**src/rtl/usr_n.sv**
```systemverilog
// Parametrised universal shift register with immediate ops and an
// auto-repeat sequencer that applies a shift/rotate n times then pulses done.
module usr_n #(
    parameter int WIDTH = 8,
    parameter int CNT_W = 4
) (
    input  logic             clk,
    input  logic             resetn,
    input  logic [WIDTH-1:0] x,
    input  logic [2:0]       s,
    input  logic             en,
    input  logic             start,
    input  logic [CNT_W-1:0] n,
    input  logic             rsi,
    input  logic             lsi,
    output logic [WIDTH-1:0] q,
    output logic             rso,
    output logic             lso,
    output logic             busy,
    output logic             done
);

    localparam logic [2:0] OP_HOLD = 3'b000;
    localparam logic [2:0] OP_SR   = 3'b001;
    localparam logic [2:0] OP_SL   = 3'b010;
    localparam logic [2:0] OP_LD   = 3'b011;
    localparam logic [2:0] OP_RR   = 3'b100;
    localparam logic [2:0] OP_RL   = 3'b101;
    localparam logic [2:0] OP_ASR  = 3'b110;
    localparam logic [2:0] OP_CLR  = 3'b111;

    typedef enum logic {
        S_IDLE,
        S_RUN
    } state_t;

    state_t           r_state;
    state_t           w_state_nx;
    logic [WIDTH-1:0] r_q;
    logic [WIDTH-1:0] w_q_nx;
    logic [CNT_W-1:0] r_cnt;
    logic [CNT_W-1:0] w_cnt_nx;
    logic [2:0]       r_op;
    logic [2:0]       w_op_nx;
    logic             r_busy;
    logic             w_busy_nx;
    logic             r_done;
    logic             w_done_nx;
    logic             w_rep;

    function automatic logic [WIDTH-1:0] f_step(
        input logic [2:0]       op,
        input logic [WIDTH-1:0] v,
        input logic [WIDTH-1:0] d,
        input logic             ri,
        input logic             li
    );
        logic [WIDTH-1:0] r;
        r = v;
        case (op)
            OP_HOLD: r = v;
            OP_SR:   r = {ri, v[WIDTH-1:1]};
            OP_SL:   r = {v[WIDTH-2:0], li};
            OP_LD:   r = d;
            OP_RR:   r = {v[0], v[WIDTH-1:1]};
            OP_RL:   r = {v[WIDTH-2:0], v[WIDTH-1]};
            OP_ASR:  r = {v[WIDTH-1], v[WIDTH-1:1]};
            OP_CLR:  r = '0;
            default: r = v;
        endcase
        return r;
    endfunction

    // Only shifts and rotates may be repeated; load/clear/hold fall to en.
    assign w_rep = (s == OP_SR) || (s == OP_SL) || (s == OP_RR)
                || (s == OP_RL) || (s == OP_ASR);

    always_comb begin
        w_state_nx = r_state;
        w_q_nx     = r_q;
        w_cnt_nx   = r_cnt;
        w_op_nx    = r_op;
        w_busy_nx  = r_busy;
        w_done_nx  = 1'b0;
        unique case (r_state)
            S_IDLE: begin
                w_busy_nx = 1'b0;
                if (start && w_rep) begin
                    w_op_nx  = s;
                    w_cnt_nx = n;
                    if (n != '0) begin
                        w_state_nx = S_RUN;
                        w_busy_nx  = 1'b1;
                    end else begin
                        w_done_nx = 1'b1;
                    end
                end else if (en) begin
                    w_q_nx = f_step(s, r_q, x, rsi, lsi);
                end
            end
            S_RUN: begin
                w_q_nx   = f_step(r_op, r_q, x, rsi, lsi);
                w_cnt_nx = r_cnt - CNT_W'(1);
                if (r_cnt == CNT_W'(1)) begin
                    w_state_nx = S_IDLE;
                    w_busy_nx  = 1'b0;
                    w_done_nx  = 1'b1;
                end
            end
            default: begin
                w_state_nx = S_IDLE;
                w_busy_nx  = 1'b0;
            end
        endcase
    end

    always_ff @(posedge clk or negedge resetn) begin
        if (!resetn) begin
            r_state <= S_IDLE;
            r_q     <= '0;
            r_cnt   <= '0;
            r_op    <= OP_HOLD;
            r_busy  <= 1'b0;
            r_done  <= 1'b0;
        end else begin
            r_state <= w_state_nx;
            r_q     <= w_q_nx;
            r_cnt   <= w_cnt_nx;
            r_op    <= w_op_nx;
            r_busy  <= w_busy_nx;
            r_done  <= w_done_nx;
        end
    end

    assign q    = r_q;
    assign busy = r_busy;
    assign done = r_done;
    assign rso  = r_q[0];
    assign lso  = r_q[WIDTH-1];

endmodule

```
**config.mk**
```make
export PLATFORM = sky130hd
export DESIGN_NAME = usr_n
export DESIGN_NICKNAME = d
export VERILOG_FILES = /design/src/rtl/usr_n.sv
export SDC_FILE = /design/constraint.sdc
export NUM_CORES = 1
export LEC_CHECK = 0
export CORE_MARGIN = 3
export CORE_UTILIZATION = 30
export CTS_CLUSTER_DIAMETER = 30
export DETAILED_ROUTE_END_ITERATION = 8
export PLACE_DENSITY = 0.54
export SLEW_MARGIN = 20
export SYNTH_ARGS = -nofsm -noshare
export SYNTH_HDL_FRONTEND = slang
export SYNTH_SLANG_ARGS = --single-unit
```
**constraint.sdc**
```tcl
create_clock -name clk -period 1.9 [get_ports clk]
set_input_delay 0.19 -clock clk [delete_from_list [all_inputs] [get_ports clk]]
set_output_delay 0.19 -clock clk [all_outputs]
set_load 0.01 [all_outputs]
```
### Word level (Yosys, flattened, before mapping)

Index checks and enable logic that the tools add are counted.

| operators by class | value |
|---|---|
| multiplexer cells | 17 |
| reductions and logical operators | 11 |
| add/subtract/negate cells | 1 |
| equality and inequality tests | 23 |
| bitwise gates (word level) | 1 |

Operator list:

| operator | number |
|---|---|
| 8-bit one-hot mux with 7 select lines | 2 |
| 3-bit equality test (second input constant) | 8 |
| 8-bit two-way mux | 2 |
| 8-bit one-hot mux with 2 select lines | 1 |
| 2-bit != test (second input constant) | 7 |
| 3-bit by 2-bit equality test with 1-bit output (second input constant) | 4 |
| 4-bit one-hot mux with 2 select lines | 1 |
| 1-bit two-way mux | 7 |
| 3-bit by 1-bit equality test with 1-bit output (second input constant) | 2 |
| 3-bit logical NOT | 2 |
| 1-bit one-hot mux with 2 select lines | 3 |
| 6-bit AND reduction | 1 |
| 4-bit by 1-bit equality test with 1-bit output (second input constant) | 1 |
| 1-bit logical OR | 4 |
| 4-bit two-way mux | 1 |
| 4-bit AND reduction | 1 |
| 4-bit nonzero test | 1 |
| 4-bit by 1-bit subtractor with 4-bit output (second input constant) | 1 |
| 2-bit by 1-bit != test with 1-bit output (second input constant) | 1 |
| 2-bit AND reduction | 1 |
| 1-bit logical AND | 1 |
| 1-bit inverter | 1 |

| word-level totals | value |
|---|---|
| output and inout bits | 12 |
| register bits | 18 |
| bits of input ports | 21 |
| logic and storage cells | 60 |

### Longest topological paths before layout

| logic depth | value |
|---|---|
| word-level depth | 8 |
| gate-level depth with buffers | 7 |
| depth with buffers taken out | 5 |

### Least setup slack after synthesis

Ideal clock, no wire load.

| timing | value |
|---|---|
| path type | register to register |
| from | reg r_q[2], in the netlist q[2] |
| to | reg r_q[1], in the netlist q[1] |
| required time | 1,774 ps |
| cell stages (with the launch flop) | 5 |
| arrival time | 1,516 ps |
| setup slack | 258 ps |
| clock period less this slack | 1,642 ps |
| library setup time | 126 ps |
| buffers on the path | 1 |
| cells stage by stage | dfrtp_1 buf_6 mux4_2 mux2_2 a221o_1 |

| on the way | value |
|---|---|
| cells in the longest elaborated chain, start to end | 4 |
| elaborated cells between the ends (all ways) | 5 |
| classes of those cells | 5 x mux |

Ends and longest elaborated chain:

| what | line | text |
|---|---|---|
| start, declared | 39 | `logic [WIDTH-1:0] r_q;` |
| start signal, assigned | 127 | `r_q <= w_q_nx;` |
| 8-bit one-hot mux with 7 select lines | 60 | `case (op)` |
| 8-bit two-way mux | 97 | `end else if (en) begin` |
| 8-bit two-way mux | 88 | `if (start && w_rep) begin` |
| 8-bit one-hot mux with 2 select lines * | 85 | `unique case (r_state)` |

Every way passes the cells marked *; elsewhere a longest branch is shown, timed or not. The select of a mux whose other input is x is not followed.
A chain may end at the register's enable or synchronous reset.

### Final worst setup path

| timing | value |
|---|---|
| from | reg r_op[1] |
| to | reg r_q[3], in the netlist q[3] |

| on the way | value |
|---|---|
| cells in the longest elaborated chain, start to end | 3 |
| elaborated cells between the ends (all ways) | 12 |
| classes of those cells | 8 x eq/ne; 2 x mux; 2 x reduce/logical |

Ends and longest elaborated chain:

| what | line | text |
|---|---|---|
| start, declared | 43 | `logic [2:0] r_op;` |
| start signal, assigned | 129 | `r_op <= w_op_nx;` |
| 3-bit equality test, or another cell as far along | 60 |  |
| 8-bit one-hot mux with 7 select lines or 2-bit != test (tied branches) | - |  |
| 8-bit one-hot mux with 2 select lines or 4-bit AND reduction (tied branches) | - |  |

Several ways; a longest one is shown, not always the timed one.

==> summary.md <==
| Metric | Value |
|---|---|
| Final Hold Viols | `0` |
| Sequential element share of the synthesized area | `26.2%` |
| Simple-Gate Fraction of Synth Area | `between 20% and 30%` |
| Worst R2R Path Depth | `5` |
| Placed cell count | `around 310` |
| Post-synthesis adder-cell area fraction | `1.45%` |
| Post-synth EDFFs | `0` |
| Mux cell area share after synthesis | `12.9%` |
| CTS tree | `yes` |
| Reg2Reg Setup Slack | `250 ps` |
| Rows | `26` |
| Crit path DAT | `~1800 ps` |
| Largest net degree at the start of global routing | `20` |
| Final setup skew | `1.77 ps` |
| Routability congestion estimate | `a little over 0.8` |
| Min Tclk post-route | `around 1700 ps` |
| Die ar. | `~6700 µm²` |
| Detail Placement HPWL | `between 3000 and 4000 µm` |
| PortBufs | `32` |
| Setup WS post-layout | `roughly 250 ps` |
| Synth Area in XOR/XNOR | `under 10%` |
| First-pass GRT wire length | `8490 µm` |
| Buffer levels on the longest clock path | `2` |
| Area Overhead vs Synth | `30.0%` |
| Most common cell after layout, fill and taps aside | `clkdlybuf4s50_1` |
| Unrepaired setup endpoints after global routing | `false` |
| Hold Path Class | `primary input to asynchronous set/reset pin` |
| Utilization after layout | `about two fifths` |
| H-tree levels | `1` |
| Ys async rst share | `100%` |
| CTS Buf Count | `3` |
| Fmax | `just over 600 MHz` |
| Share of post-route cells with drive strength above 1 | `~16%` |
| Drt wl/cell | `between 15 and 20 µm` |
| Clk_lat worst skew | `approximately 260 ps` |
| Final Net Count | `approximately 270` |
| Syn Inst Count | `approximately 210` |
| Global-route usage over all layers | `16.4%` |
| Worst-path fanout max | `19` |
| Leakage | `between 0.9 and 1 nW` |
| Most frequent cells in the layout | `clkdlybuf4s50_1 (32), buf_4 (24), nand2_1 (21)` |
| Worst slew pin tran | `around 440 ps` |
| Max_cap viols | `0` |
| Synth cell types | `53` |
| Synth Area in Compound Gates | `between 20% and 30%` |
| Mapped Nets | `around 230` |
| Dpl ws | `approximately 10 ps` |
| Clock-pin slew on the worst setup and hold paths | `~80 ps` |
| Worst reg2reg endpoint | `q[3]` |
| Vias | `1748` |
| Setup Viol. Count Final | `0` |
| Vias/cell | `about 5.6` |
| Design Area, Final | `2240 µm²` |
| Run status | `finished, final reports clean` |
| DRC Markers | `0` |
| Worst setup path endpoint | `q[3]` |
| Initial Util | `32.2%` |
| Core area | `roughly 5300 µm²` |
| Initial antenna violation count | `0` |
| Synthesized area | `~1700 µm²` |
| Die X | `around 82 µm` |
| N_diodes | `0` |
| # hold bufs at CTS | `0` |
| Clock Sinks | `18` |
| ANT nets after route | `0` |
| Post-CTS Setup Repair Bufs | `0` |
| DRT Wirelength | `approximately 5100 µm` |
| Setup CP Type | `flop to flop` |
| Top FF cell, synth | `dfrtp_1` |
| Setup TNS | `0 ps` |
| Max_slew headroom | `about 71%` |
| Placed instance area | `between 2000 and 2500 µm²` |
| Period utilization | `87.1%` |
| Final hold slack | `between 200 and 300 ps` |
| Cts repair resizes | `0` |
| Die Y | `slightly above 80 µm` |
| Reg2reg start | `r_op[1]` |
| Cell at the root of the clock tree | `clkbuf_8` |
| Number of synthesis warnings | `0` |
| Req. time, crit path | `roughly 2000 ps` |
| Critical Path End Type | `flop` |
| Pwr per Cell Area | `roughly 1500 nW/µm²` |
| Initial DRC Count | `150` |
| Layout Cells excl Fill | `~310` |
| Vias in the first global route | `between 1500 and 2000` |
| # IOs | `33` |
| TritonRoute pass-1 iters | `4` |
| Startpoint Class | `flop` |
| Slew Limit Fails | `0` |
| Grt total ovfl | `0` |
| Main combinational cell family by area after synthesis | `simple AND/OR/NAND/NOR gates` |
| Total power draw | `3.31 mW` |
| Syn Area/Cell | `~8.4 µm²` |
| Crit path from | `r_op[1]` |
| IR drop worst, VDD | `0.535 mV` |
| Synth Register Bits | `18` |
[report_power, final]
part | internal, mW | total, mW | switching, mW
Clock | 0.185 | 0.330 | 0.145
Sequential | 0.577 | 0.880 | 0.304
Combinational | 1.12 | 2.10 | 0.984
[cell families after synthesis]
family                     after synthesis
xor gates and xnor gates                 2
and+or+nand+nor                         76
adders and majority gates                2
buffers and inverters                   30
AOI/OAI and AO/OA                       59
DFF                                     18
muxes                                   18
[final cells by class]
class                   instances  area (µm²)
multi-input cells             157        1110
clock buffers                   4        55.1
well taps                      70        87.6
flip-flops and latches         18         450
fillers                       561        3100
inverters                       8        30.0
repair buffers                 56         500
[flip-flops by register name, summed over array words and instances (netlist names)]
name,flops
done,1
q,8
r_cnt,4
r_op,3
busy,1
r_state,1
[critical path, cell delays in order, from the launching register on]
cell,delay (ps)
dfrtp_1,450
buf_4,280
mux2i_1,220
mux4_2,250
a21oi_1,60
a211o_1,280
[synthesized netlist by cell type (2+ instances only)]
| cell type | n | area [µm²] |
|---|---|---|
| buf_2 | 8 | 40.0 |
| or3_1 | 2 | 12.5 |
| a221o_1 | 2 | 20.0 |
| o22ai_1 | 2 | 12.5 |
| a311oi_1 | 2 | 17.5 |
| nor2_1 | 8 | 30.0 |
| a211oi_1 | 3 | 22.5 |
| a211o_1 | 5 | 43.8 |
| o311ai_0 | 3 | 26.3 |
| o21ai_0 | 11 | 55.1 |
| nor2b_1 | 4 | 25.0 |
| nand4b_1 | 2 | 17.5 |
| and3b_1 | 3 | 26.3 |
| ha_1 | 2 | 25.0 |
| inv_1 | 8 | 30.0 |
| nand3b_1 | 10 | 75.1 |
| mux2i_1 | 12 | 120 |
| dfrtp_1 | 18 | 450 |
| mux2_2 | 3 | 33.8 |
| a21oi_1 | 9 | 45.0 |
| nand3_1 | 4 | 20.0 |
| nand2_1 | 21 | 78.8 |
| nand2b_1 | 10 | 62.6 |
| clkbuf_1 | 7 | 26.3 |
| and3_1 | 4 | 25.0 |
| buf_4 | 5 | 37.5 |
| a31oi_1 | 8 | 50.1 |
| mux4_2 | 3 | 67.6 |
| buf_6 | 2 | 22.5 |
[worst min path at each step]
stage            from  endpoint  slack [ps]  cells after the start
2_1_floorplan  resetn      busy        -110                      0
3_3_place_gp     busy      busy         520                      2
3_5_place_dp     busy      busy         510                      2
4_1_cts        resetn      q[5]         290                      2
5_1_grt        resetn  r_cnt[3]         310                      2
6_report       resetn      q[5]         280                      2
[routing by layer]
layer	track usage, %	vias to the layer above	share of wire (%)
li1	-	840	-
met1	22.2	839	46
met2	26.9	62	47
met3	3.07	7	5.9
met4	3.82	0	0.97
met5	0	-	0
No activity file was read; power rests on OpenSTA's default activity.
==> patch 1: new RTL, same settings <==
The parameter `WIDTH` goes from 8 to 12.
--- a/src/rtl/usr_n.sv
+++ b/src/rtl/usr_n.sv
@@ -1,7 +1,7 @@
 // Parametrised universal shift register with immediate ops and an
 // auto-repeat sequencer that applies a shift/rotate n times then pulses done.
 module usr_n #(
-    parameter int WIDTH = 8,
+    parameter int WIDTH = 12,
     parameter int CNT_W = 4
 ) (
     input  logic             clk,
Interface: changed (resized q and x); port bits go from 33 to 41. The function was not compared with the original's and may differ.
==> patch 1 against the original RTL <==
- final area rose by 19%
- register-to-register slack got worse by 0.07 ns
- worst setup slack got worse by 0.073 ns
- sequential cell count rose by 4
- synthesized area rose by 16%
- wire length rose by 27%
- critical path depth did not move
- power rose by 22%
- highest routed layer unchanged
==> patch 1: results (changes against the original RTL) <==
[critical_path]
crit_fanout=13  ; was 19
rr_endpoint=q[11]$_DFFE_PN0P_  ; was q[3]$_DFFE_PN0P_
rrSetupSlack_ns=0.18  ; was 0.25 ns
reg2regPathDepth=6  ; was 5
crit_path_start=s[1]  ; was r_op[1]$_DFFE_PN0N_
rr_startpoint=r_op[0]$_DFFE_PN0N_  ; was r_op[1]$_DFFE_PN0N_
slowest_stage=clkdlybuf4s50_1  ; was dfrtp_1
max_stage_delay_ns=0.64  ; was 0.45 ns

[route]
drt-total-wl_um=6530  ; was 5140 µm
drt_iter0_drc=207  ; was 150
vias=2216  ; was 1748

[placement]
routabilityCongestion=0.899  ; was 0.825
dp_hpwl_um=4780  ; was 3820 µm
dp_slack_ns=-0.112  ; was 0.0104 ns
io_buffers=40  ; was 32

[clock_tree]
h-tree-depth=1  ; unchanged
clkSlewWorstSetupHoldPaths_ns=0.08  ; about the same

[power_and_ir_drop]
leakagePower_nw=1.07  ; was 0.941 nW
power.switching_mw=1.92  ; was 1.43 mW
vdd_drop_max_mv=0.626  ; was 0.535 mV
clkPwrFrac_pct=7.4  ; was 10.0%
powerSeq_mw=1.17  ; was 0.880 mW

[synth]
ys_types=53  ; unchanged
yosys-top-cells-count=nand2_1, o21ai_0, a21oi_1, dfrtp_1, a221oi_1  ; was nand2_1, dfrtp_1, mux2i_1
ys_seq_area_share_pct=27.6  ; was 26.2%
synth_area_leaders=dfrtp_1, o21ai_0, a221oi_1  ; was dfrtp_1, mux2i_1, nand2_1
yosys_warnings=0  ; unchanged
postSynthNetCount=289  ; was 228

[global_route]
grt_max_degree=23  ; was 20
grtUsageTotal_pct=18.0  ; was 16.4%
first_global_vias=2125  ; was 1656
grt_pass1_wl_um=11000  ; was 8490 µm
grt_antenna_before_repair=0  ; unchanged

[cells_and_area]
final_layout_size_suffix_gt1_share_pct=14.2  ; was 15.6%
final_nets=339  ; was 267
nFillCells=686  ; was 561
diodes=0  ; unchanged
largest_reg_flops=12  ; was 8

[sta]
fin_skew_ns=0.00537  ; was 0.00177 ns
worstMarginPinSlew_ns=0.503  ; was 0.436 ns
whs_ns=0.289  ; was 0.281 ns

[outcome]
status=finished clean  ; unchanged

==> patch 1: layer usage <==
layer  wire (µm)  global-route usage, %  vias up
li1            -                      -     1078
met1        3020                   24.9     1055
met2        3040                   29.5       73
met3         364                   3.10       10
met4         113                   4.04        0
met5           0                      0        -
==> patch 1: layout make-up <==
type	count	share of cell area, %
Inverter	14	1.97
Multi-Input combinational cell	199	47.2
Timing Repair Buffer	72	25.0
Clock buffer	3	1.55
Tap cell	77	3.61
Sequential cell	22	20.7
==> patch 1: kinds of logic after synthesis <==
kind of cell	after synthesis	synth area share, %
and+or+nand+nor	73	17.9
adders and majority gates	2	1.25
buffers and inverters	41	9.53
AOI/OAI and AO/OA	111	37.1
xor gates and xnor gates	1	0.439
DFF	22	27.6
muxes	12	6.21
==> patch 1: how the worst max path moves through the flow <==
| stage | slack (ns) | depth (start not counted) | to |
|---|---|---|---|
| after CTS | 0.14 | 6 | q[1]$_DFFE_PN0P_ |
| final | 0.17 | 5 | q[11]$_DFFE_PN0P_ |
| after global placement | -0.05 | 5 | q[11]$_DFFE_PN0P_ |
| after detailed placement | -0.11 | 5 | q[11]$_DFFE_PN0P_ |
| after global routing | 0.03 | 6 | q[11]$_DFFE_PN0P_ |
| after floorplan | 0.46 | 6 | q[8]$_DFFE_PN0P_ |
==> patch 1: worst max-delay path: cells and delay by family <==
family,cells,cell delay [ns]
AO/OA/AOI/OAI,2,0.74
AND/OR/NAND/NOR,1,0.14
buffers and inverters,2,0.79
==> patch 1: per-stage QoR <==
step                      instances  instance area [µm²]  total power, mW  TNS [ns]
after CTS                       387                 2660             4.06         0
after global placement          384                 2620             3.72    -0.391
after global routing            387                 2670             4.48         0
after floorplan                 262                 2000             2.77         0
after detailed placement        384                 2620             3.75    -0.971
final                           387                 2670             4.05         0
==> patch 2: new RTL, same flow settings <==
Without the edit above. Make the reset (`resetn`) synchronous in one clocked block.
--- a/src/rtl/usr_n.sv
+++ b/src/rtl/usr_n.sv
@@ -114,7 +114,7 @@
         endcase
     end
 
-    always_ff @(posedge clk or negedge resetn) begin
+    always_ff @(posedge clk) begin
         if (!resetn) begin
             r_state <= S_IDLE;
             r_q     <= '0;
Check against the original RTL: differs if resetn is asserted again (counterexample within 4 cycles, from zero or initial values and one cycle with resetn low); with resetn held inactive, the same outputs for 10 cycles.
==> patch 2 against the original RTL <==
- global-route usage increased by 0.30 points
- non-clock buffer count increased by 8
- wire length fell by 6.4%
- synthesized area down 10%
- critical path type is now input port to flop
- maximum frequency down 6.2%
- sequential cell count did not move
- final area fell by 3.2%
- worst setup slack lost 0.11 ns
Power is not compared: it rests on default switching activity, and its combinational part moved more than twofold at a synthesized area within 25%.
==> patch 2: results (changes against the original RTL) <==
[outcome]
status=finished clean  ; unchanged

[synth]
postSynthNetCount=218  ; was 228
async_flop_share_pct=0  ; was 100%
ys_seq_area_share_pct=23.3  ; was 26.2%
yosys_warnings=0  ; unchanged
synth_area_leaders=dfxtp_1, o31ai_1, mux2i_1  ; was dfrtp_1, mux2i_1, nand2_1
ys_types=50  ; was 53
yosys-top-cells-count=dfxtp_1, inv_1, nand2_1, nor2_1, nand2b_1  ; was nand2_1, dfrtp_1, mux2i_1
netlist_instances=195  ; was 205

[placement]
routabilityCongestion=0.800  ; was 0.825
place_area_um2=2100  ; was 2180 µm²
dp_hpwl_um=3570  ; was 3820 µm
dp_slack_ns=-0.173  ; was 0.0104 ns

[power_and_ir_drop]
vdd_drop_max_mv=0.343

[global_route]
grtUsageTotal_pct=16.7  ; was 16.4%
grt_antenna_before_repair=0  ; unchanged
grt_pass1_wl_um=8150  ; was 8490 µm
grt_max_degree=13  ; was 20
first_global_vias=1595  ; was 1656

[hold_path]
hp-class=flop to flop  ; was input port to asynchronous set/reset pin

[critical_path]
rr_startpoint=r_state$_SDFF_PN0_  ; was r_op[1]$_DFFE_PN0N_
reg2regPathDepth=4  ; was 5
crit_path_start=s[1]  ; was r_op[1]$_DFFE_PN0N_
cp.arrival_ns=1.94  ; was 1.80 ns
crit_fanout=5  ; was 19

[route]
vias_per_cell=5.53  ; was 5.58
vias=1726  ; was 1748
drt_iter0_drc=132  ; was 150
drt-total-wl_um=4810  ; was 5140 µm

[cells_and_area]
final_nets=269  ; was 267
largest_reg_flops=8  ; unchanged
final_layout_size_suffix_gt1_share_pct=20.8  ; was 15.6%

[sta]
fin_skew_ns=0.00649  ; was 0.00177 ns
worstMarginPinSlew_ns=0.408  ; was 0.436 ns

-- patch 2: cell type report --
class	count	area [µm²]
timing repair buffer	64	561
clock buffer	4	55.1
multi-input combinational	144	1050
fill	515	2680
tap	67	83.8
sequential	18	360
inverter	15	56.3
-- patch 2: routing by layer --
metal	wire [µm]	vias to the layer above	GRT usage, %
li1	-	844	-
met2	2150	57	25.2
met5	0	-	0
met3	322	8	3.94
met1	2260	817	23.5
met4	82	0	4.80
-- patch 2: kinds of logic after synthesis --
group | share of synthesized area, %
buf+inv | 9.30
flops | 23.3
mux | 6.14
simple gates | 24.2
fa+ha+maj | 1.62
compound gates | 34.9
xor+xnor | 0.566
-- patch 2: final timing paths --
| path | end | slack, ns |
|---|---|---|
| min reg2reg | busy$_SDFFE_PN0P_ | 0.48 |
| min | busy$_SDFFE_PN0P_ | 0.48 |
| max reg2reg | q[3]$_SDFFE_PN0P_ | 0.19 |
| max | q[3]$_SDFFE_PN0P_ | 0.14 |
-- patch 2: repair_timing --
| action | in CTS | in global routing |
|---|---|---|
| setup endpoints to repair | 0 | 1 |
| endpoints found under the hold margin | 0 | 0 |
| resized for setup | 0 | 1 |
| hold buffers | 0 | 0 |
| buffers inserted | 0 | 0 |
-- patch 2: worst max-delay path, cell delays in order --
cell,delay (ns)
clkdlybuf4s50_1,0.54
o21ba_2,0.14
nor3_1,0.04
buf_4,0.16
or4_4,0.53
o41ai_2,0.34
-- patch 2: power breakdown --
| group | switching (mW) | total [mW] | internal [mW] |
|---|---|---|---|
| logic | 0.231 | 0.485 | 0.254 |
| clock network | 0.153 | 0.338 | 0.185 |
| registers | 0.0512 | 0.461 | 0.410 |
| total | 0.435 | 1.28 | 0.848 |
